### src/rtl/mem_io_ctrl_pkg.sv
// -----------------------------------------------------------------------------
// slc3_mem_pkg
// Shared types and constants for the SLC-3 memory/IO access controller.
//   mem_state_t     : controller state encoding (IDLE, ACCESS, DONE)
//   IO_ADDR_DEFAULT : default memory-mapped IO address (switches / hex display)
//   WAIT_W          : width of the SRAM wait-state counter
// -----------------------------------------------------------------------------
package slc3_mem_pkg;

    typedef enum logic [1:0] {
        IDLE   = 2'd0,
        ACCESS = 2'd1,
        DONE   = 2'd2
    } mem_state_t;

    localparam logic [15:0] IO_ADDR_DEFAULT = 16'hFFFF;
    localparam int          WAIT_W          = 4;

endpackage

### src/rtl/mem_io_ctrl_wait_counter.sv
// -----------------------------------------------------------------------------
// mem_wait_counter
// Loadable down-counter that times the SRAM access dwell. It saturates at
// zero so a stray enable after expiry cannot wrap it.
// Ports:
//   Clk      in   clock, rising edge
//   Reset    in   synchronous, active-low reset (count -> 0)
//   load     in   load load_val (takes priority over en)
//   load_val in   value to load
//   en       in   decrement enable
//   zero     out  count is zero
// -----------------------------------------------------------------------------
module mem_wait_counter #(
    parameter int WIDTH = 4
) (
    input  logic             Clk,
    input  logic             Reset,
    input  logic             load,
    input  logic [WIDTH-1:0] load_val,
    input  logic             en,
    output logic             zero
);

    logic [WIDTH-1:0] count;

    always_ff @(posedge Clk) begin
        if (!Reset) begin
            count <= '0;
        end else if (load) begin
            count <= load_val;
        end else if (en && (count != '0)) begin
            count <= count - 1'b1;
        end
    end

    assign zero = (count == '0);

endmodule

### src/rtl/mem_io_ctrl.sv
// -----------------------------------------------------------------------------
// mem_io_ctrl
// Memory/IO access controller for the SLC-3 datapath. Requests from the
// control FSM are accepted only in IDLE. Accesses to IO_ADDR complete in one
// cycle against the switches (read) or hex register (write); all other
// addresses drive the external SRAM for WAIT_CYCLES cycles. R pulses for one
// cycle when the access completes.
// Optional build macro: MEM_IO_PROTO_ERR_EN adds a sticky 'err' output that
// flags simultaneous read/write requests and requests outside IDLE.
// Ports:
//   Clk, Reset          clock (rising edge), synchronous active-low reset
//   MAR, MDR            address / write data from datapath
//   req_rd, req_wr      read / write request (write wins if both set)
//   MDR_In              read data back to datapath
//   R                   one-cycle completion pulse
//   mem_addr, mem_wdata SRAM address / write data (registered)
//   mem_rdata           SRAM read data
//   mem_ce_n/oe_n/we_n  SRAM strobes, active low (registered)
//   SW                  board switches, read at IO_ADDR
//   hex_out             hex display register, written at IO_ADDR
//   err                 (MEM_IO_PROTO_ERR_EN only) sticky protocol error
// -----------------------------------------------------------------------------
module mem_io_ctrl
    import slc3_mem_pkg::*;
#(
    parameter int          WAIT_CYCLES = 2,
    parameter logic [15:0] IO_ADDR     = IO_ADDR_DEFAULT
) (
    input  logic        Clk,
    input  logic        Reset,
    input  logic [15:0] MAR,
    input  logic [15:0] MDR,
    input  logic        req_rd,
    input  logic        req_wr,
    output logic [15:0] MDR_In,
    output logic        R,
    output logic [15:0] mem_addr,
    output logic [15:0] mem_wdata,
    input  logic [15:0] mem_rdata,
    output logic        mem_ce_n,
    output logic        mem_oe_n,
    output logic        mem_we_n,
    input  logic [15:0] SW,
    output logic [15:0] hex_out
`ifdef MEM_IO_PROTO_ERR_EN
    ,
    output logic        err
`endif
);

    localparam logic [WAIT_W-1:0] LOAD_VAL = WAIT_W'(WAIT_CYCLES - 1);

    mem_state_t state, next_state;

    logic dir_wr;       // latched direction of the access in flight
    logic accept;
    logic is_io;
    logic wr_next;      // direction that applies in the next state
    logic cnt_zero;

    logic r_nxt, ce_n_nxt, oe_n_nxt, we_n_nxt;

    assign accept = (state == IDLE) && (req_rd || req_wr);
    assign is_io  = (MAR == IO_ADDR);

    mem_wait_counter #(
        .WIDTH (WAIT_W)
    ) u_wait (
        .Clk      (Clk),
        .Reset    (Reset),
        .load     (accept && !is_io),
        .load_val (LOAD_VAL),
        .en       (state == ACCESS),
        .zero     (cnt_zero)
    );

    // State register
    always_ff @(posedge Clk) begin
        if (!Reset) begin
            state <= IDLE;
        end else begin
            state <= next_state;
        end
    end

    // Next-state logic
    always_comb begin
        next_state = state;
        case (state)
            IDLE: begin
                if (accept) begin
                    next_state = is_io ? DONE : ACCESS;
                end
            end
            ACCESS: begin
                if (cnt_zero) begin
                    next_state = DONE;
                end
            end
            DONE:    next_state = IDLE;
            default: next_state = IDLE;
        endcase
    end

    // Output logic: strobes and R are computed from the next state and
    // registered, so they line up with the state register and clear on the
    // same edge that a reset aborts an access.
    always_comb begin
        wr_next  = (state == IDLE) ? req_wr : dir_wr;
        r_nxt    = (next_state == DONE);
        ce_n_nxt = !(next_state == ACCESS);
        oe_n_nxt = !((next_state == ACCESS) && !wr_next);
        we_n_nxt = !((next_state == ACCESS) && wr_next);
    end

    always_ff @(posedge Clk) begin
        if (!Reset) begin
            R        <= 1'b0;
            mem_ce_n <= 1'b1;
            mem_oe_n <= 1'b1;
            mem_we_n <= 1'b1;
        end else begin
            R        <= r_nxt;
            mem_ce_n <= ce_n_nxt;
            mem_oe_n <= oe_n_nxt;
            mem_we_n <= we_n_nxt;
        end
    end

    // Address/data capture, IO registers and read-data return
    always_ff @(posedge Clk) begin
        if (!Reset) begin
            mem_addr  <= '0;
            mem_wdata <= '0;
            dir_wr    <= 1'b0;
            hex_out   <= '0;
            MDR_In    <= '0;
        end else begin
            if (accept) begin
                mem_addr  <= MAR;
                mem_wdata <= MDR;
                dir_wr    <= req_wr;
                if (is_io) begin
                    if (req_wr) begin
                        hex_out <= MDR;
                    end else begin
                        MDR_In <= SW;
                    end
                end
            end
            if ((state == ACCESS) && cnt_zero && !dir_wr) begin
                MDR_In <= mem_rdata;
            end
        end
    end

`ifdef MEM_IO_PROTO_ERR_EN
    // Sticky: only reset clears it
    always_ff @(posedge Clk) begin
        if (!Reset) begin
            err <= 1'b0;
        end else if (((state == IDLE) && req_rd && req_wr) ||
                     ((state != IDLE) && (req_rd || req_wr))) begin
            err <= 1'b1;
        end
    end
`endif

endmodule

### config.mk
export PLATFORM = sky130hd
export DESIGN_NAME = mem_io_ctrl
export DESIGN_NICKNAME = d
export VERILOG_FILES = /design/src/rtl/mem_io_ctrl_pkg.sv /design/src/rtl/mem_io_ctrl_wait_counter.sv /design/src/rtl/mem_io_ctrl.sv
export SDC_FILE = /design/constraint.sdc
export NUM_CORES = 1
export LEC_CHECK = 0
export BUFFER_PORTS_ARGS = -buffer_cell sky130_fd_sc_hd__buf_2
export CAP_MARGIN = 10
export CORE_AREA = 2 2 92 94
export DETAILED_ROUTE_END_ITERATION = 8
export DIE_AREA = 0 0 94 96
export HOLD_SLACK_MARGIN = 0.08
export MAX_ROUTING_LAYER = met4
export PLACE_DENSITY = 0.76
export SYNTH_ARGS = -nofsm -noshare
export SYNTH_HDL_FRONTEND = slang
export SYNTH_HIERARCHICAL = 1
export SYNTH_SLANG_ARGS = --single-unit
### constraint.sdc
create_clock -name Clk -period 6 [get_ports Clk]
set_input_delay 0.6 -clock Clk [delete_from_list [all_inputs] [get_ports Clk]]
set_output_delay 0.6 -clock Clk [all_outputs]
set_load 0.02 [all_outputs]
# Word-level counts from Yosys, hierarchy flattened
# Index checks and enable logic that the tools add are counted.
# totals
output_inout_bits	68
register_bits	75
# classes
mux	11
addsub	1
n_bitwise	1
n_eq_ne	5
reduce_logical	23
# op_table
op	n
$mux 16	4
$eq 16x16->1 const B	1
$logic_and 1x1->1	7
$logic_not 1->1	6
$mux 2	3
$reduce_and 3->1	2
$reduce_bool 2->1	3
$eq 2x1->1 const B	2
$logic_not 4->1	1
$pmux 2 s2	1
$reduce_bool 4->1	1
$sub 4x1->4 const B	1
$mux 1	3
$eq 2x2->1 const B	1
$logic_not 2->1	1
$ne 2x1->1 const B	1
$reduce_or 2->1	1
$logic_or 1x1->1	1
$not 1->1	1

# Depth between registers and ports, before layout
# logic_depth
ltp_word	7
mapped_depth	10
ltp_nobuf	8

# By module
# The synthesis kept the hierarchy.
# modules_own_cells
module	seq_area_each_um2	cells_each	instances	area_each_um2
mem_io_ctrl	1421.4	341	1	2846.5
mem_wait_counter	80.1	31	1	256.5

# Worst setup path before layout
# Ideal clock, no wire load.
# synth_path
kind	register to register
start	reg u_wait.count[0]
end	reg MDR_In[10]
t_arrival_ps	1873
path_buffers	2
setup_slack_ps	3991
stages_incl_launch_ff	11
setup_time_ps	137
required_ps	5863
period_less_slack_ps	2009
path_cell_list	dfxtp_1 inv_1 ha_1 or3b_4 clkinv_2 nand3b_1 or2_2 buf_1 clkbuf_1 o21ai_0 a31oi_1
# synth_via
elab_chain_len	5
# synth_lines
element	line	source
from (decl)	mem_io_ctrl_wait_counter.sv:24	logic [WIDTH-1:0] count;
from (signal assigned)	mem_io_ctrl_wait_counter.sv:30	count <= load_val;
from (signal assigned)	mem_io_ctrl_wait_counter.sv:32	count <= count - 1'b1;
$logic_not 4->1 (*)	mem_io_ctrl_wait_counter.sv:36	assign zero = (count == '0);
net cnt_zero	mem_io_ctrl.sv:59	logic cnt_zero;
$logic_and 1x1->1 (*) (2 in a row)	mem_io_ctrl.sv:151	if ((state == ACCESS) && cnt_zero && !dir_wr) begin
$ne 2x1->1 (no line) or $reduce_bool 2->1 (tied branches)	-	
$reduce_and 3->1 (no line)	-	
to (signal assigned)	mem_io_ctrl.sv:152	MDR_In <= mem_rdata;
to (decl)	mem_io_ctrl.sv:35	output logic [15:0] MDR_In,
# Mark *: on every way through the listed nets, which the timed path passes. The rest lies on a longest branch.
# A chain may end at the register's enable or synchronous reset.

# Worst setup path after layout
# layout_path
start	in MAR[8]
end	reg state[0]
# layout_via
elab_chain_len	4
# layout_lines
element	line	source
from (decl)	mem_io_ctrl.sv:31	input logic [15:0] MAR,
$eq 16x16->1	mem_io_ctrl.sv:64	assign is_io = (MAR == IO_ADDR);
$mux 2	mem_io_ctrl.sv:92	next_state = is_io ? DONE : ACCESS;
$mux 2	mem_io_ctrl.sv:91	if (accept) begin
$pmux 2 s2	mem_io_ctrl.sv:89	case (state)
to (signal assigned)	mem_io_ctrl.sv:82	state <= next_state;
to (decl)	mem_io_ctrl.sv:53	mem_state_t state, next_state;
# No other way between the ends.

==> metrics.md <==
| Metric | Value |
|---|---|
| GRT Total Usage | `19.5%` |
| H-tree depth | `3` |
| PD cells | `approximately 310 nW/um2` |
| Worst Tran Pin Value | `approximately 1.1 ns` |
| R2r startpoint | `u_wait/count[0]$_SDFFE_PN0P_` |
| Ys async rst share | `0%` |
| Buffers from clock root to sink, at most | `2` |
| WL final | `a little under 9000 um` |
| Synthesized flop and latch total | `75` |
| Finish-stage setup viols | `0` |
| Syn Inst Count | `372` |
| Maximum operating frequency | `~0.44 GHz` |
| Outcome | `complete, no violations` |
| Worst setup EP type | `flop` |
| Startpoint types | `primary input` |
| Final setup TNS | `0 ns` |
| Root Buffer | `clkbuf_8` |
| Hold Path End | `mem_addr[5]$_SDFFE_PN0N_` |
| Hold Vio Cnt, Final | `0` |
| Most frequent cells in the layout | `135 x buf_2, 75 x dfxtp_1, 68 x nand2_1` |
| Avg Inst Size Synth | `around 8.3 um2` |
| Critical Path Fanout Max | `34` |
| CTS tree | `done` |
| VDD IR-drop max | `0.128 mV` |
| Slowest-stage cell, CP | `or4_1` |
| Floorplan core area | `8050 um2` |
| R2R Setup Slk | `3.76 ns` |
| Crit-path cells | `buf_2, nand4_1, or4_1, a22o_1, and2_1` |
| DRC Markers | `0` |
| Top Family by Delay on Critical Path | `simple AND/OR/NAND/NOR gates` |
| Number of buffers and inverters on the critical path | `1` |
| Layout overhead on the synthesized area | `30.9%` |
| Most common cell after layout, fill and taps aside | `buf_2` |
| WL/cell | `14.3 um` |
| Gr ovfl total | `0` |
| Die width | `about 94 um` |
| Tot Pwr | `1.27 mW` |
| CP Class | `in2reg` |
| CTS resizes | `0` |
| Reg2reg end | `MDR_In[1]$_SDFFE_PN0P_` |
| Row cnt | `33` |
| RSZ-0062 raised after global routing | `no` |
| Die area | `9020 um2` |
| Initial antenna violation count | `0` |
| Synthesized cell area | `3100 um2` |
| Max Cap Viol | `0` |
| Num CTS Buffers | `9` |
| Arr. time, crit path | `around 2.5 ns` |
| Pins over their slew limit | `0` |
| Total clock sinks | `75` |
| Number of global-route vias before repair | `just under 3000` |
| Post-CTS Setup Inserts | `0` |
| Initial Util | `38.5%` |
| Clock Skew | `about 0.011 ns` |
| Leakage | `~1.8 nW` |
| Initial DRC Count | `roughly 120` |
| HPWL Detailed | `5880 um` |
| Tmin final | `~2.3 ns` |
| Via density | `just over 5` |
| Antenna fix cells | `0` |
| Hold Buf Count CTS | `0` |
| R2r worst-path depth | `8` |
| Relative slew slack | `a little over a quarter` |
| Drt pass-1 iters | `5` |
| Predominant post-synthesis flop cell | `dfxtp_1` |
| Pin count of the biggest net entering global routing | `between 70 and 80` |
| Final nets | `564` |
| Min-delay worst type | `reg2reg` |
| Yosys cell types | `35` |
| Worst skew pair latency | `between 0.3 and 0.4 ns` |
| Synth Warn # | `6` |
| Worst-path clk slew | `about 0.080 ns` |
| Die Ht | `between 90 and 100 um` |
| Hold path start | `mem_addr[5]$_SDFFE_PN0N_` |
| Antenna-violating nets left | `0` |
| Worst path max stage delay | `approximately 1.1 ns` |
| Share of layout cells above drive strength 1 | `approximately a third` |
| First-pass GRT wire length | `13400 um` |
| Hold Path Cell Cnt | `2` |
| Register area share after synthesis | `48.4%` |
| GP Congestion | `around 0.86` |
| Port Buf Inserts | `135` |
| # IOs | `around 140` |
| Number of synthesized flops with an enable pin | `0` |
| Period utilisation layout | `between 30% and 40%` |
| CP Data Required Time | `~6.2 ns` |
| Via count | `3108` |
kinds of logic (layout without fill, tap and decap cells):
group | after synthesis | in the layout | share of synthesized area, %
AO/OA/AOI/OAI | 123 | 123 | 25.2
AND/OR/NAND/NOR | 133 | 133 | 20.5
other | 2 | 4 | 0.242
buffers and inverters | 37 | 162 | 4.88
adder cells (fa/ha/maj) | 1 | 1 | 0.403
multiplexers | 1 | 1 | 0.323
flip-flops | 75 | 75 | 48.4
metrics by stage:
stage          hold WS (ns)  cells  instance area (um2)  util (%)  setup WS, ns
5_1_grt               0.487    604                 4060      50.4          3.58
4_1_cts               0.467    604                 4060      50.4          3.73
3_3_place_gp          0.440    589                 3850      47.8          3.40
6_report              0.465    604                 4060      50.4          3.74
3_5_place_dp          0.451    589                 3850      47.8          3.34
2_1_floorplan         0.465    374                 3110         -          3.99
layer usage:
| metal | GRT usage (%) | up-vias | share of wire [%] |
|---|---|---|---|
| li1 | - | 1539 | - |
| met1 | 22.5 | 1445 | 44 |
| met2 | 32.7 | 105 | 48 |
| met3 | 3.92 | 19 | 5.7 |
| met4 | 9.18 | 0 | 2.4 |
| met5 | - | - | 0 |
flip-flops by register name, summed over array words and instances, names as in the netlist:
| signal | flops |
|---|---|
| MDR_In | 16 |
| hex_out | 16 |
| mem_addr | 16 |
| mem_wdata | 16 |
| u_wait/count | 4 |
| state | 2 |
| R | 1 |
| dir_wr | 1 |
| mem_ce_n | 1 |
| mem_oe_n | 1 |
| mem_we_n | 1 |
power breakdown:
part           total, mW  internal, mW  switching, mW
Sequential         0.569         0.543         0.0255
Combinational      0.272        0.0957          0.177
Clock              0.426         0.242          0.184
how the worst max path moves through the flow:
stage                            startpoint                      end  slack, ns  cells after the start
5_1_grt        u_wait/count[0]$_SDFFE_PN0P_  MDR_In[10]$_SDFFE_PN0P_       3.58                      8
4_1_cts                              MAR[8]      state[0]$_SDFF_PN0_       3.73                      5
2_1_floorplan  u_wait/count[0]$_SDFFE_PN0P_  MDR_In[10]$_SDFFE_PN0P_       3.99                     10
6_report                             MAR[8]      state[0]$_SDFF_PN0_       3.74                      5
3_3_place_gp                         MAR[8]      state[0]$_SDFF_PN0_       3.40                      5
3_5_place_dp                         MAR[0]      state[0]$_SDFF_PN0_       3.34                      5
worst reg2reg max path, stage by stage, from the launching register on:
cell and delay (ns):
dfxtp_1 0.35, inv_1 0.09, ha_1 0.20, or3b_4 0.42, clkinv_2 0.09, nand3b_1 0.09
or2_2 0.50, o21ai_0 0.28, a31oi_1 0.07
synth_stat cells (5+ instances only):
cell type	count	area [um2]
dfxtp_1	75	1500
nand2_1	68	255
nand3_1	36	180
o21ai_0	35	175
a21boi_0	28	210
a21boi_1	21	158
clkbuf_1	19	71.3
a31oi_1	16	100
o21ai_1	16	80.1
buf_2	9	45.0
inv_1	7	26.3
nor2_1	7	26.3
nand4_1	5	31.3
final cells by class:
cell class	instances	area [um2]
fillers	784	3990
flip-flops and latches	75	1500
multi-input cells	262	1480
repair buffers	139	706
clock buffers	10	138
well taps	105	131
clock inverters	5	77.6
inverters	8	31.3
Note: power is estimated with default switching activity, not from simulation.
